--- src/rtl/led_chaser.sv ---
`timescale 1ns/1ps
// led_chaser: prescaled LED pattern sequencer with rotate-left/right, bounce and bar-fill modes.
// Define LED_CHASER_TRAIL_EN to also light the previous head in the one-hot modes.
module led_chaser #(
  parameter int unsigned WIDTH   = 10,
  parameter int unsigned DIV_MAX = 49999999
) (
  input  logic             CLK1_50,
  input  logic             CLR_N,
  input  logic             EN,
  input  logic [1:0]       MODE,
  input  logic [1:0]       SPEED,
  output logic [WIDTH-1:0] LEDR,
  output logic             STEP,
  output logic             WRAP
);

  localparam int unsigned DIV_W = (DIV_MAX > 0) ? $clog2(DIV_MAX + 1) : 1;
  localparam logic [DIV_W-1:0] PRE_TC    = DIV_W'(DIV_MAX);
  localparam logic [WIDTH-1:0] HEAD_INIT = WIDTH'(1);

  typedef enum logic [1:0] {
    MODE_ROL    = 2'd0,
    MODE_ROR    = 2'd1,
    MODE_BOUNCE = 2'd2,
    MODE_BAR    = 2'd3
  } mode_e;

  typedef enum logic {
    DIR_UP   = 1'b0,
    DIR_DOWN = 1'b1
  } dir_e;

  logic [DIV_W-1:0] pre_q, pre_d;
  logic [1:0]       tcnt_q, tcnt_d;
  mode_e            mode_q, mode_d;
  dir_e             dir_q, dir_d;
  logic [WIDTH-1:0] head_q, head_d;
  logic             step_q, step_d;
  logic             wrap_q, wrap_d;
  logic             base_tick_c;
  logic             step_c;
  logic [1:0]       thresh_c;

`ifdef LED_CHASER_TRAIL_EN
  logic [WIDTH-1:0] prev_q, prev_d;
  logic [WIDTH-1:0] led_q, led_d;
`endif

  // State register
  always_ff @(posedge CLK1_50 or negedge CLR_N) begin
    if (!CLR_N) begin
      pre_q  <= '0;
      tcnt_q <= '0;
      mode_q <= MODE_ROL;
      dir_q  <= DIR_UP;
      head_q <= HEAD_INIT;
      step_q <= 1'b0;
      wrap_q <= 1'b0;
`ifdef LED_CHASER_TRAIL_EN
      prev_q <= '0;
      led_q  <= HEAD_INIT;
`endif
    end else begin
      pre_q  <= pre_d;
      tcnt_q <= tcnt_d;
      mode_q <= mode_d;
      dir_q  <= dir_d;
      head_q <= head_d;
      step_q <= step_d;
      wrap_q <= wrap_d;
`ifdef LED_CHASER_TRAIL_EN
      prev_q <= prev_d;
      led_q  <= led_d;
`endif
    end
  end

  // Prescaler and speed divider; >= lets a lowered threshold fire at the next base tick
  always_comb begin
    pre_d       = pre_q;
    tcnt_d      = tcnt_q;
    base_tick_c = EN && (pre_q == PRE_TC);
    thresh_c    = 2'd3 - SPEED;
    step_c      = base_tick_c && (tcnt_q >= thresh_c);
    if (EN) begin
      pre_d = base_tick_c ? '0 : pre_q + DIV_W'(1);
    end
    if (step_c) begin
      tcnt_d = '0;
    end else if (base_tick_c) begin
      tcnt_d = tcnt_q + 2'd1;
    end
  end

  // Pattern advance, mode capture and status pulses
  always_comb begin
    head_d = head_q;
    dir_d  = dir_q;
    mode_d = mode_q;
    step_d = step_c;
    wrap_d = 1'b0;
`ifdef LED_CHASER_TRAIL_EN
    prev_d = prev_q;
`endif
    if (step_c) begin
      if (MODE != mode_q) begin
        mode_d = mode_e'(MODE);
        head_d = HEAD_INIT;
        dir_d  = DIR_UP;
`ifdef LED_CHASER_TRAIL_EN
        prev_d = '0;
`endif
      end else if (head_q == '0) begin
        head_d = HEAD_INIT;
`ifdef LED_CHASER_TRAIL_EN
        prev_d = '0;
`endif
      end else begin
`ifdef LED_CHASER_TRAIL_EN
        prev_d = (mode_q == MODE_BAR) ? '0 : head_q;
`endif
        case (mode_q)
          MODE_ROL: begin
            head_d = {head_q[WIDTH-2:0], head_q[WIDTH-1]};
            wrap_d = head_q[WIDTH-1];
          end
          MODE_ROR: begin
            head_d = {head_q[0], head_q[WIDTH-1:1]};
            wrap_d = head_q[0];
          end
          MODE_BOUNCE: begin
            // End bits are visited once: direction flips on arrival, not on departure
            if (dir_q == DIR_UP) begin
              if (head_q[WIDTH-1]) begin
                head_d = head_q >> 1;
                dir_d  = DIR_DOWN;
              end else begin
                head_d = head_q << 1;
                if (head_q[WIDTH-2]) begin
                  dir_d  = DIR_DOWN;
                  wrap_d = 1'b1;
                end
              end
            end else begin
              if (head_q[0]) begin
                head_d = head_q << 1;
                dir_d  = DIR_UP;
              end else begin
                head_d = head_q >> 1;
                if (head_q[1]) begin
                  dir_d  = DIR_UP;
                  wrap_d = 1'b1;
                end
              end
            end
          end
          MODE_BAR: begin
            if (&head_q) begin
              head_d = HEAD_INIT;
              wrap_d = 1'b1;
            end else begin
              head_d = (head_q << 1) | HEAD_INIT;
            end
          end
          default: begin
            head_d = HEAD_INIT;
          end
        endcase
      end
    end
`ifdef LED_CHASER_TRAIL_EN
    led_d = (mode_d == MODE_BAR) ? head_d : (head_d | prev_d);
`endif
  end

`ifdef LED_CHASER_TRAIL_EN
  assign LEDR = led_q;
`else
  assign LEDR = head_q;
`endif
  assign STEP = step_q;
  assign WRAP = wrap_q;

endmodule

--- config.mk ---
export PLATFORM = sky130hd
export DESIGN_NAME = led_chaser
export DESIGN_NICKNAME = d
export VERILOG_FILES = /design/src/rtl/led_chaser.sv
export SDC_FILE = /design/constraint.sdc
export NUM_CORES = 1
export LEC_CHECK = 0
export BUFFER_PORTS_ARGS = -buffer_cell sky130_fd_sc_hd__buf_2
export CORE_MARGIN = 2
export CORE_UTILIZATION = 50
export DETAILED_ROUTE_END_ITERATION = 16
export PLACE_DENSITY = 0.68
export SYNTH_ARGS = -nofsm -noshare
export SYNTH_HDL_FRONTEND = slang
export SYNTH_SLANG_ARGS = --single-unit
--- constraint.sdc ---
create_clock -name CLK1_50 -period 5.1 [get_ports CLK1_50]
set_input_delay 0.51 -clock CLK1_50 [delete_from_list [all_inputs] [get_ports CLK1_50]]
set_output_delay 0.51 -clock CLK1_50 [all_outputs]
set_load 0.02 [all_outputs]
==> impl_metrics.env, run 1 <==
export IMPL_synthSimpleGateAreaFrac_pct=25.72
export IMPL_gp_congestion=0.8858
export IMPL_synth_compound_area_share_pct=13.64
export IMPL_netlist_top_cells_area="dfrtp_1 43%, xor2_1 4.0%, nor2_1 3.7%"
export IMPL_maxCapViolCount=0
export IMPL_power_density_mw_per_mm2=268.8
export IMPL_synth_common_cells="42 x dfrtp_1, 24 x nor2_1, 21 x nand2_1"
export IMPL_p_leak_nw=1.187
export IMPL_nFillCells=426
export IMPL_yosys_mux_area_fraction_pct=3.099
export IMPL_worstSetupPathType="reg2reg"
export IMPL_ys_flop_type="dfrtp_1"
export IMPL_skew_ns=0.005063
export IMPL_synth_fp_nets=268
export IMPL_nets=282
export IMPL_max_stage_delay_ns=0.50
export IMPL_synth_top_family_by_area="simple AND/OR/NAND/NOR gates"
export IMPL_post_place_cells=319
export IMPL_outcome="completed"
export IMPL_cts_buffer_depth=2
export IMPL_cp_data_required_time_ns=5.28
export IMPL_dp_hpwl_mm=3.529
export IMPL_synth_top_cell_area_share_pct=43.39
export IMPL_grt_usage_pct=21.20
export IMPL_cts_num_sinks=43
export IMPL_hp_class="in2async"
export IMPL_grt_overflow_total=0
export IMPL_cpMaxStageDelayCell="nand4_1"
export IMPL_postCtsHoldBufs=0
export IMPL_ys_ff_latch=43
export IMPL_place_ws_ns=2.772
export IMPL_area_growth_pct=8.419
export IMPL_htreeDepth=2
export IMPL_antenna_found_initial=0
export IMPL_grt_first_pass_wirelength_mm=8.866
export IMPL_post_cts_buffers=0
export IMPL_antenna_left=0
export IMPL_yosysMostFrequentCell="dfrtp_1"
export IMPL_seqCellArea_mm2=0.001077
export IMPL_grt_max_degree=44
export IMPL_drt_wirelength_per_cell_um=15.19
export IMPL_core_rowCount=25
export IMPL_period_share_pct=45.51
export IMPL_end_kind="flop"
export IMPL_ys_seq_area_share_pct=44.47
export IMPL_setup_tns_ns=0
export IMPL_synth_largest_area_cell="dfrtp_1"
export IMPL_multi_input_area_mm2=0.001250
export IMPL_post_cts_resized=0
export IMPL_vias_per_cell=5.911
export IMPL_syn_area_mm2=0.002422
export IMPL_finalSetupViolations=0
export IMPL_dr_pass1_iters=4
export IMPL_synth_edf_count=0
export IMPL_drtIter0Drc=94
export IMPL_io_pins=19
export IMPL_clk_latency_ns=0.29
export IMPL_drive_gt1_share_pct=13.55
export IMPL_crit_chain="ha_1, nor4b_2, and4_1, nand4_1, mux2_1"
export IMPL_ir_worst_vdd_v=0.0001940
export IMPL_cts_inserted_buffers=5
export IMPL_synth_xor_area_share_pct=7.593
export IMPL_root_buffer="clkbuf_8"
export IMPL_critPathArrivalTime_ns=2.50
export IMPL_fin_crit_ns=2.321
export IMPL_slew_headroom_pct=37.03
export IMPL_synthAdderAreaFrac_pct=1.550
export IMPL_dieArea_mm2=0.005418
export IMPL_tightest_slew_ns=0.9446
export IMPL_cp_max_fo=11
export IMPL_avgSynthCellArea_um2=9.389
export IMPL_portBuffers=18
export IMPL_start_util_pct=51.63
export IMPL_async_reset_ff_share_pct=100.0
export IMPL_rsz0062_at_grt="false"
export IMPL_grt_pass1_vias=1906
export IMPL_dr_total_vias=1933
export IMPL_layout_cells_non_filler=327
export IMPL_synth_warnings=0
export IMPL_fmax_mhz=430.9
export IMPL_clk_pin_slew_ns=0.08
export IMPL_cts_tree="built"
export IMPL_hold_viol=0
export IMPL_drv_slew=0
export IMPL_fin_ws_ns=2.779
export IMPL_die_w_um=73.61
export IMPL_fp_dieH_um=73.61
export IMPL_ys_types=47
export IMPL_netlist_instances=258
export IMPL_cp_start_kind="flop"
export IMPL_drcViolationCount=0
export IMPL_routed_wl_mm=4.967
export IMPL_core_area_mm2=0.004692
export IMPL_antenna_cells=0
==> power by group <==
group          leakage (nW)  switching (mW)  internal [mW]  total, mW
logic                 0.570          0.0382         0.0378     0.0760
clock network        0.0515           0.109          0.124      0.232
registers             0.566          0.0308          0.367      0.397
==> cell usage in the layout, fill, tap and decap left out, drive strengths merged, types with 4 or more instances in the layout <==
master   n
nor4     7
buf     18
nand4   12
and3     4
xnor2   10
nor2    25
inv     11
a21oi    9
nor2b    6
nand2   21
nand3   15
clkbuf   8
dfrtp   42
or2      4
xor2    11
o22ai    7
o21ai   17
mux2     4
a31oi    8
==> worst max-delay path: cells and delay by family (launching register included) <==
kind                       cells  cell delay, ns
DFF                            1            0.41
muxes                          1            0.49
and+or+nand+nor                3            1.09
adders and majority gates      1            0.23
==> routing by layer <==
metal	up-vias	share of wire, %	GRT usage, %
met3	9	3.0	4.252
met5	-	0	0
met1	929	46	28.15
li1	959	-	-
met4	0	1.9	7.273
met2	36	49	34.62
==> area by class of cell <==
type / instances / share of cell area (%)
clock buffers: 8 / 3.811
inverters: 11 / 1.572
multi-input cells: 193 / 47.59
flip-flops and latches: 43 / 41.02
well taps: 54 / 2.573
repair buffers: 18 / 3.430
==> cell families after synthesis <==
family,count (synthesis)
buffers and inverters,22
and+or+nand+nor,108
AOI/OAI and AO/OA,54
muxes,7
xor gates and xnor gates,21
adders and majority gates,3
DFF,43
==> final timing paths <==
path | end | start | cells after the start | slack (ns)
worst max-delay path | mode_q[1] | pre_q[0] | 5 | 2.78
worst min-delay path | mode_q[1] | CLR_N | 1 | 0.36
worst max register to register | mode_q[1] | pre_q[0] | 5 | 2.78
worst min register to register | pre_q[25] | pre_q[25] | 1 | 0.48
max in group asynchronous | pre_q[10] | CLR_N | 1 | 4.15
min in group CLK1_50 | mode_q[0] | MODE[0] | 2 | 0.46
==> registers in the layout (all words and copies together) (netlist names) <==
name and cells:
LEDR 10, STEP 1, WRAP 1, dir_q 1
mode_q 2, pre_q 26, tcnt_q 2
==> per-stage QoR <==
stage / hold WS (ns) / utilization, % / total power, mW / area [um^2]
after global placement: 0.4647 / 53.84 / 0.4755 / 2526
final: 0.3598 / 55.97 / 0.7058 / 2626
after CTS: 0.4034 / 55.97 / 0.7131 / 2626
after floorplan: 0.2144 / - / 0.4545 / 2422
after global routing: 0.4548 / 55.97 / 0.7434 / 2626
after detailed placement: 0.4651 / 53.84 / 0.4806 / 2526
Note: power is estimated with default switching activity, not from simulation.
==> run 2: changes to the inputs <==
- ABC_AREA: default -> 1
- clock period: 5.1 -> 2.35 ns (I/O delays scaled with it)
==> impl_metrics.env, run 2 <==
export IMPL_syn_area_mm2=0.002843
export IMPL_max_stage_delay_ns=0.41
export IMPL_synth_fp_nets=429
export IMPL_worstSetupPathType="reg2reg"
export IMPL_cp_common_cell="inv_1"
export IMPL_grt_pass1_vias=2474
export IMPL_end_kind="flop"
export IMPL_netlist_instances=419
export IMPL_rsz0062_at_grt="false"
export IMPL_htreeDepth=2
export IMPL_ir_worst_vdd_v=0.0004771
export IMPL_drtIter0Drc=258
export IMPL_cpMaxStageDelayCell="dfrtp_1"
export IMPL_drt_wirelength_per_cell_um=12.81
export IMPL_power_density_mw_per_mm2=505.8
export IMPL_nets=450
export IMPL_core_area_mm2=0.005507
export IMPL_clk_latency_ns=0.30
export IMPL_crit_chain="inv_1, ha_1, inv_1, nand2_1, a21oi_1, inv_1, nand2_4, nor2_8, and2_1"
export IMPL_netlist_top_cells_area="dfrtp_1 37%, nand2_1 20%, nor2_1 8.1%"
export IMPL_min_path_cells=3
export IMPL_finalSetupViolations=0
export IMPL_largest_register="pre_q"
export IMPL_dr_total_vias=2699
export IMPL_most_common_layout_cells="148 x nand2_1, 61 x nor2_1, 50 x inv_1"
export IMPL_synth_edf_count=0
export IMPL_cp_max_fo=15
export IMPL_outcome="completed"
export IMPL_vias_per_cell=5.261
export IMPL_drive_gt1_share_pct=11.11
export IMPL_cts_tree="built"
export IMPL_gp_congestion=0.8894
export IMPL_mostFrequentLayoutCell="nand2_1"
export IMPL_dr_pass1_iters=5
export IMPL_async_reset_ff_share_pct=100.0
export IMPL_fin_crit_ns=1.819
export IMPL_p_leak_nw=1.579
export IMPL_antenna_found_initial=0
export IMPL_die_w_um=79.40
export IMPL_synth_warnings=0
export IMPL_drcViolationCount=0
export IMPL_cp_data_required_time_ns=2.56
export IMPL_fmax_mhz=549.7
export IMPL_drv_slew=0
export IMPL_tightest_slew_ns=0.4476
export IMPL_cts_inserted_buffers=5
export IMPL_antenna_cells=0
export IMPL_synth_common_cells="148 x nand2_1, 61 x nor2_1, 50 x inv_1"
export IMPL_root_buffer="clkbuf_8"
export IMPL_ys_ff_latch=43
export IMPL_hold_viol=0
export IMPL_grt_first_pass_wirelength_mm=11.30
export IMPL_core_rowCount=27
export IMPL_ys_flop_type="dfrtp_1"
export IMPL_ys_types=38
export IMPL_slew_headroom_pct=70.16
export IMPL_skew_ns=0.009138
export IMPL_grt_overflow_total=0
export IMPL_fin_util_pct=56.10
export IMPL_grt_max_degree=27
export IMPL_hp_class="in2reg"
export IMPL_synth_top_cell_area_share_pct=36.97
export IMPL_critPathArrivalTime_ns=2.02
export IMPL_maxCapViolCount=0
export IMPL_ys_seq_area_share_pct=37.90
export IMPL_cp_start_kind="flop"
export IMPL_clk_pin_slew_ns=0.09
export IMPL_area_growth_pct=8.671
export IMPL_yosysMostFrequentCell="nand2_1"
export IMPL_cts_buffer_depth=2
export IMPL_largest_reg_flops=26
export IMPL_portBuffers=18
export IMPL_dp_hpwl_mm=4.927
export IMPL_synth_largest_area_cell="dfrtp_1"
export IMPL_rr_worst_depth=9
export IMPL_cts_num_sinks=43
export IMPL_start_util_pct=51.62
export IMPL_antenna_left=0
export IMPL_period_share_pct=77.42
export IMPL_grt_usage_pct=22.73
export IMPL_routed_wl_mm=6.573
export IMPL_setup_tns_ns=0
export IMPL_io_pins=19
export IMPL_dieArea_mm2=0.006304
export IMPL_avgSynthCellArea_um2=6.785
export IMPL_fp_dieH_um=79.40
==> run 2: area by class of cell <==
| class | count | area, um^2 |
|---|---|---|
| Fill cell | 527 | 2417 |
| Multi-Input combinational cell | 318 | 1526 |
| Sequential cell | 43 | 1077 |
| Inverter | 52 | 195.2 |
| Timing Repair Buffer | 20 | 107.6 |
| Tap cell | 72 | 90.09 |
| Clock buffer | 5 | 68.82 |
| Clock inverter | 3 | 23.77 |
==> run 2: repair_timing <==
action                                 CTS  global route
gates resized for setup                  0             0
setup buffers                            0             0
endpoints found under the hold margin   17             0
hold buffers                             1             0
==> run 2: through the flow <==
step | cell area, um^2 | hold WS [ns] | std cells | setup WS, ns | total power [mW]
global placement | 2987 | 0.2030 | 504 | 0.5836 | 1.073
global route | 3089 | 0.2218 | 513 | 0.3633 | 1.637
floorplan | 2843 | -0.06059 | 419 | 0.7969 | 1.010
finish | 3089 | 0.1974 | 513 | 0.5307 | 1.563
detailed placement | 2987 | 0.2132 | 504 | 0.5584 | 1.076
CTS | 3089 | 0.1962 | 513 | 0.5184 | 1.577
==> run 2: logic make-up (layout without fill, tap and decap cells) <==
kind of cell / count (synthesis) / in the layout / share of synthesized area [%]
and+or+nand+nor: 281 / 281 / 44.98
AOI/OAI and AO/OA: 29 / 29 / 5.854
DFF: 43 / 43 / 37.90
xor gates and xnor gates: 5 / 5 / 1.540
adders and majority gates: 3 / 3 / 1.321
buffers and inverters: 58 / 80 / 8.407
==> run 2: worst paths after layout <==
check,end,slack [ns],startpoint
worst max-delay path,WRAP,0.53,tcnt_q[0]
min in group asynchronous,mode_q[0],0.40,CLR_N
worst min register to register,pre_q[1],0.53,pre_q[1]
worst min-delay path,mode_q[1],0.20,MODE[1]
max in group asynchronous,LEDR[0],1.21,CLR_N
worst max register to register,WRAP,0.53,tcnt_q[0]
==> run 2: metal layers <==
metal,wire [um],up-vias,part of all wire [%],track usage (%)
met5,0,-,0,0
met4,90,0,1.4,6.724
met3,375,9,5.7,3.620
met2,2864,80,44,34.92
met1,3243,1258,49,33.12
li1,-,1352,-,-
==> run 2: power by group <==
group	internal [mW]	total (mW)	switching (mW)
Clock	0.213	0.499	0.286
Combinational	0.0764	0.214	0.138
Sequential	0.795	0.849	0.0541
==> run 2: critical path: cells and delay by family (launching register included) <==
family,cells,cell delay [ns]
AND/OR/NAND/NOR,4,0.50
adder cells (fa/ha/maj),1,0.23
flip-flops,1,0.41
AO/OA/AOI/OAI,1,0.28
buffers and inverters,3,0.30
==> run 3: changes to the inputs <==
- PLACE_DENSITY: 0.68 -> 0.7
- clock period: 2.35 -> 1.53 ns (I/O delays scaled with it)
==> impl_metrics.env, run 3 (same netlist as run 2, synthesis figures left out) <==
export IMPL_outcome="finished, violations left"
export IMPL_drtIter0Drc=223
export IMPL_core_area_mm2=0.005507
export IMPL_dpl_cell_area_mm2=0.003322
export IMPL_dieArea_mm2=0.006304
export IMPL_busiest_layer="met2"
export IMPL_finalSetupViolations=11
export IMPL_hold_viol=0
export IMPL_post_place_cells=548
export IMPL_dr_pass1_iters=7
export IMPL_die_w_um=79.40
export IMPL_largest_reg_flops=26
export IMPL_min_from="MODE[1]"
export IMPL_grt_overflow_total=0
export IMPL_grt_usage_pct=25.41
export IMPL_maxCapViolCount=0
export IMPL_nFillCells=463
export IMPL_cts_num_sinks=43
export IMPL_rr_endpoint="LEDR[3]"
export IMPL_mostFrequentLayoutCell="nand2_1"
export IMPL_core_rowCount=27
export IMPL_ir_worst_vdd_v=0.0008392
export IMPL_fin_util_pct=66.01
export IMPL_fp_dieH_um=79.40
export IMPL_grt_pass1_vias=2806
export IMPL_dp_hpwl_mm=5.408
export IMPL_rsz0062_at_grt="true"
export IMPL_dr_total_vias=2878
export IMPL_grt_max_degree=21
export IMPL_start_util_pct=51.62
export IMPL_drt_wirelength_per_cell_um=12.92
export IMPL_tightest_slew_ns=0.3739
export IMPL_drive_gt1_share_pct=25.56
export IMPL_gr_usage_met1_pct=37.67
export IMPL_largest_register="pre_q"
export IMPL_htreeDepth=2
export IMPL_clk_pin_slew_ns=0.08
export IMPL_portBuffers=18
export IMPL_vias_per_cell=5.094
export IMPL_fmax_mhz=636.6
export IMPL_clk_latency_ns=0.29
export IMPL_cts_inserted_buffers=5
export IMPL_power_density_mw_per_mm2=683.1
export IMPL_drcViolationCount=0
export IMPL_most_common_layout_cells="143 x nand2_1, 53 x nor2_1, 49 x buf_4"
export IMPL_antenna_left=0
export IMPL_area_growth_pct=27.86
export IMPL_r2r_start="pre_q[0]"
export IMPL_critPathArrivalTime_ns=1.75
export IMPL_hp_class="in2reg"
export IMPL_antenna_found_initial=0
export IMPL_root_buffer="clkbuf_8"
export IMPL_worstSetupPathType="reg2reg"
export IMPL_grt_first_pass_wirelength_mm=12.70
export IMPL_skew_ns=0.007398
export IMPL_min_path_cells=3
export IMPL_design_area_mm2=0.003635
export IMPL_layout_cells_non_filler=565
export IMPL_rr_worst_depth=9
export IMPL_fin_crit_ns=1.571
export IMPL_routed_wl_mm=7.300
export IMPL_use_met2_pct=38.56
export IMPL_nets=502
export IMPL_cp_data_required_time_ns=1.71
export IMPL_whs_endpoint="mode_q[1]"
export IMPL_drv_slew=0
export IMPL_cp_start_kind="flop"
export IMPL_p_leak_nw=1.857
export IMPL_period_share_pct=102.7
export IMPL_failed_checks="setup timing"
export IMPL_cp_max_fo=8
export IMPL_grtUsageMet3_pct=4.751
export IMPL_end_kind="flop"
export IMPL_cts_tree="built"
export IMPL_gp_congestion=0.9345
export IMPL_place_ws_ns=-0.07892
export IMPL_fin_ws_ns=-0.04089
export IMPL_fin_hold_ws_ns=0.1364
export IMPL_slew_headroom_pct=74.88
export IMPL_io_pins=19
export IMPL_antenna_cells=0
export IMPL_cts_buffer_depth=2
export IMPL_reg2reg_slack_ns=-0.04
## run 3: power breakdown
part | switching [mW] | internal [mW] | total (mW)
combinational | 0.256 | 0.212 | 0.468
sequential | 0.0881 | 1.22 | 1.31
clock | 0.384 | 0.321 | 0.706
## run 3: area by class of cell
type / instances / area, um^2 / area share, %
Inverter: 52 / 195.2 / 5.370
Timing Repair Buffer: 70 / 490.5 / 13.49
Clock inverter: 1 / 5.005 / 0.1377
Tap cell: 72 / 90.09 / 2.478
Clock buffer: 7 / 76.32 / 2.100
Sequential cell: 43 / 1079 / 29.67
Multi-Input combinational cell: 320 / 1699 / 46.75
## run 3: per-layer routing
metal	up-vias	part of all wire (%)	wire length, um
met5	-	0	0
met4	0	0.85	62
met3	4	4.9	360
met2	74	45	3299
met1	1338	49	3578
li1	1462	-	-
## run 3: through the flow
step	TNS, ns	total power [mW]
after floorplan	0	1.552
after global placement	-0.01531	1.720
after detailed placement	-0.6136	1.734
after CTS	-0.5531	2.461
after global routing	-2.247	2.614
final	-0.2723	2.483
## run 3: worst max-delay path by stage
stage / end / slack, ns / from / depth (start not counted)
6_report: LEDR[3] / -0.04 / pre_q[0] / 9
5_1_grt: LEDR[7] / -0.13 / pre_q[0] / 9
4_1_cts: WRAP / -0.07 / tcnt_q[0] / 9
3_5_place_dp: WRAP / -0.08 / tcnt_q[0] / 9
3_3_place_gp: WRAP / -0.02 / tcnt_q[0] / 9
2_1_floorplan: LEDR[2] / 0.02 / LEDR[0] / 10
## run 3: critical path, cell delays in order, from the launching register on
cell	delay [ns]
dfrtp_1	0.37
ha_2	0.21
nand3_4	0.09
nor2_4	0.12
nand3_4	0.11
nor2_8	0.16
buf_4	0.16
nand2_4	0.10
nand2_1	0.08
nand2_1	0.05
## run 3: repair_timing
item	CTS	global route
gates resized for setup	8	31
endpoints found under the hold margin	10	0
setup endpoints to repair	21	36
cloned	2	0
pin swaps	4	6
buffers inserted	3	3
hold buffers	1	0
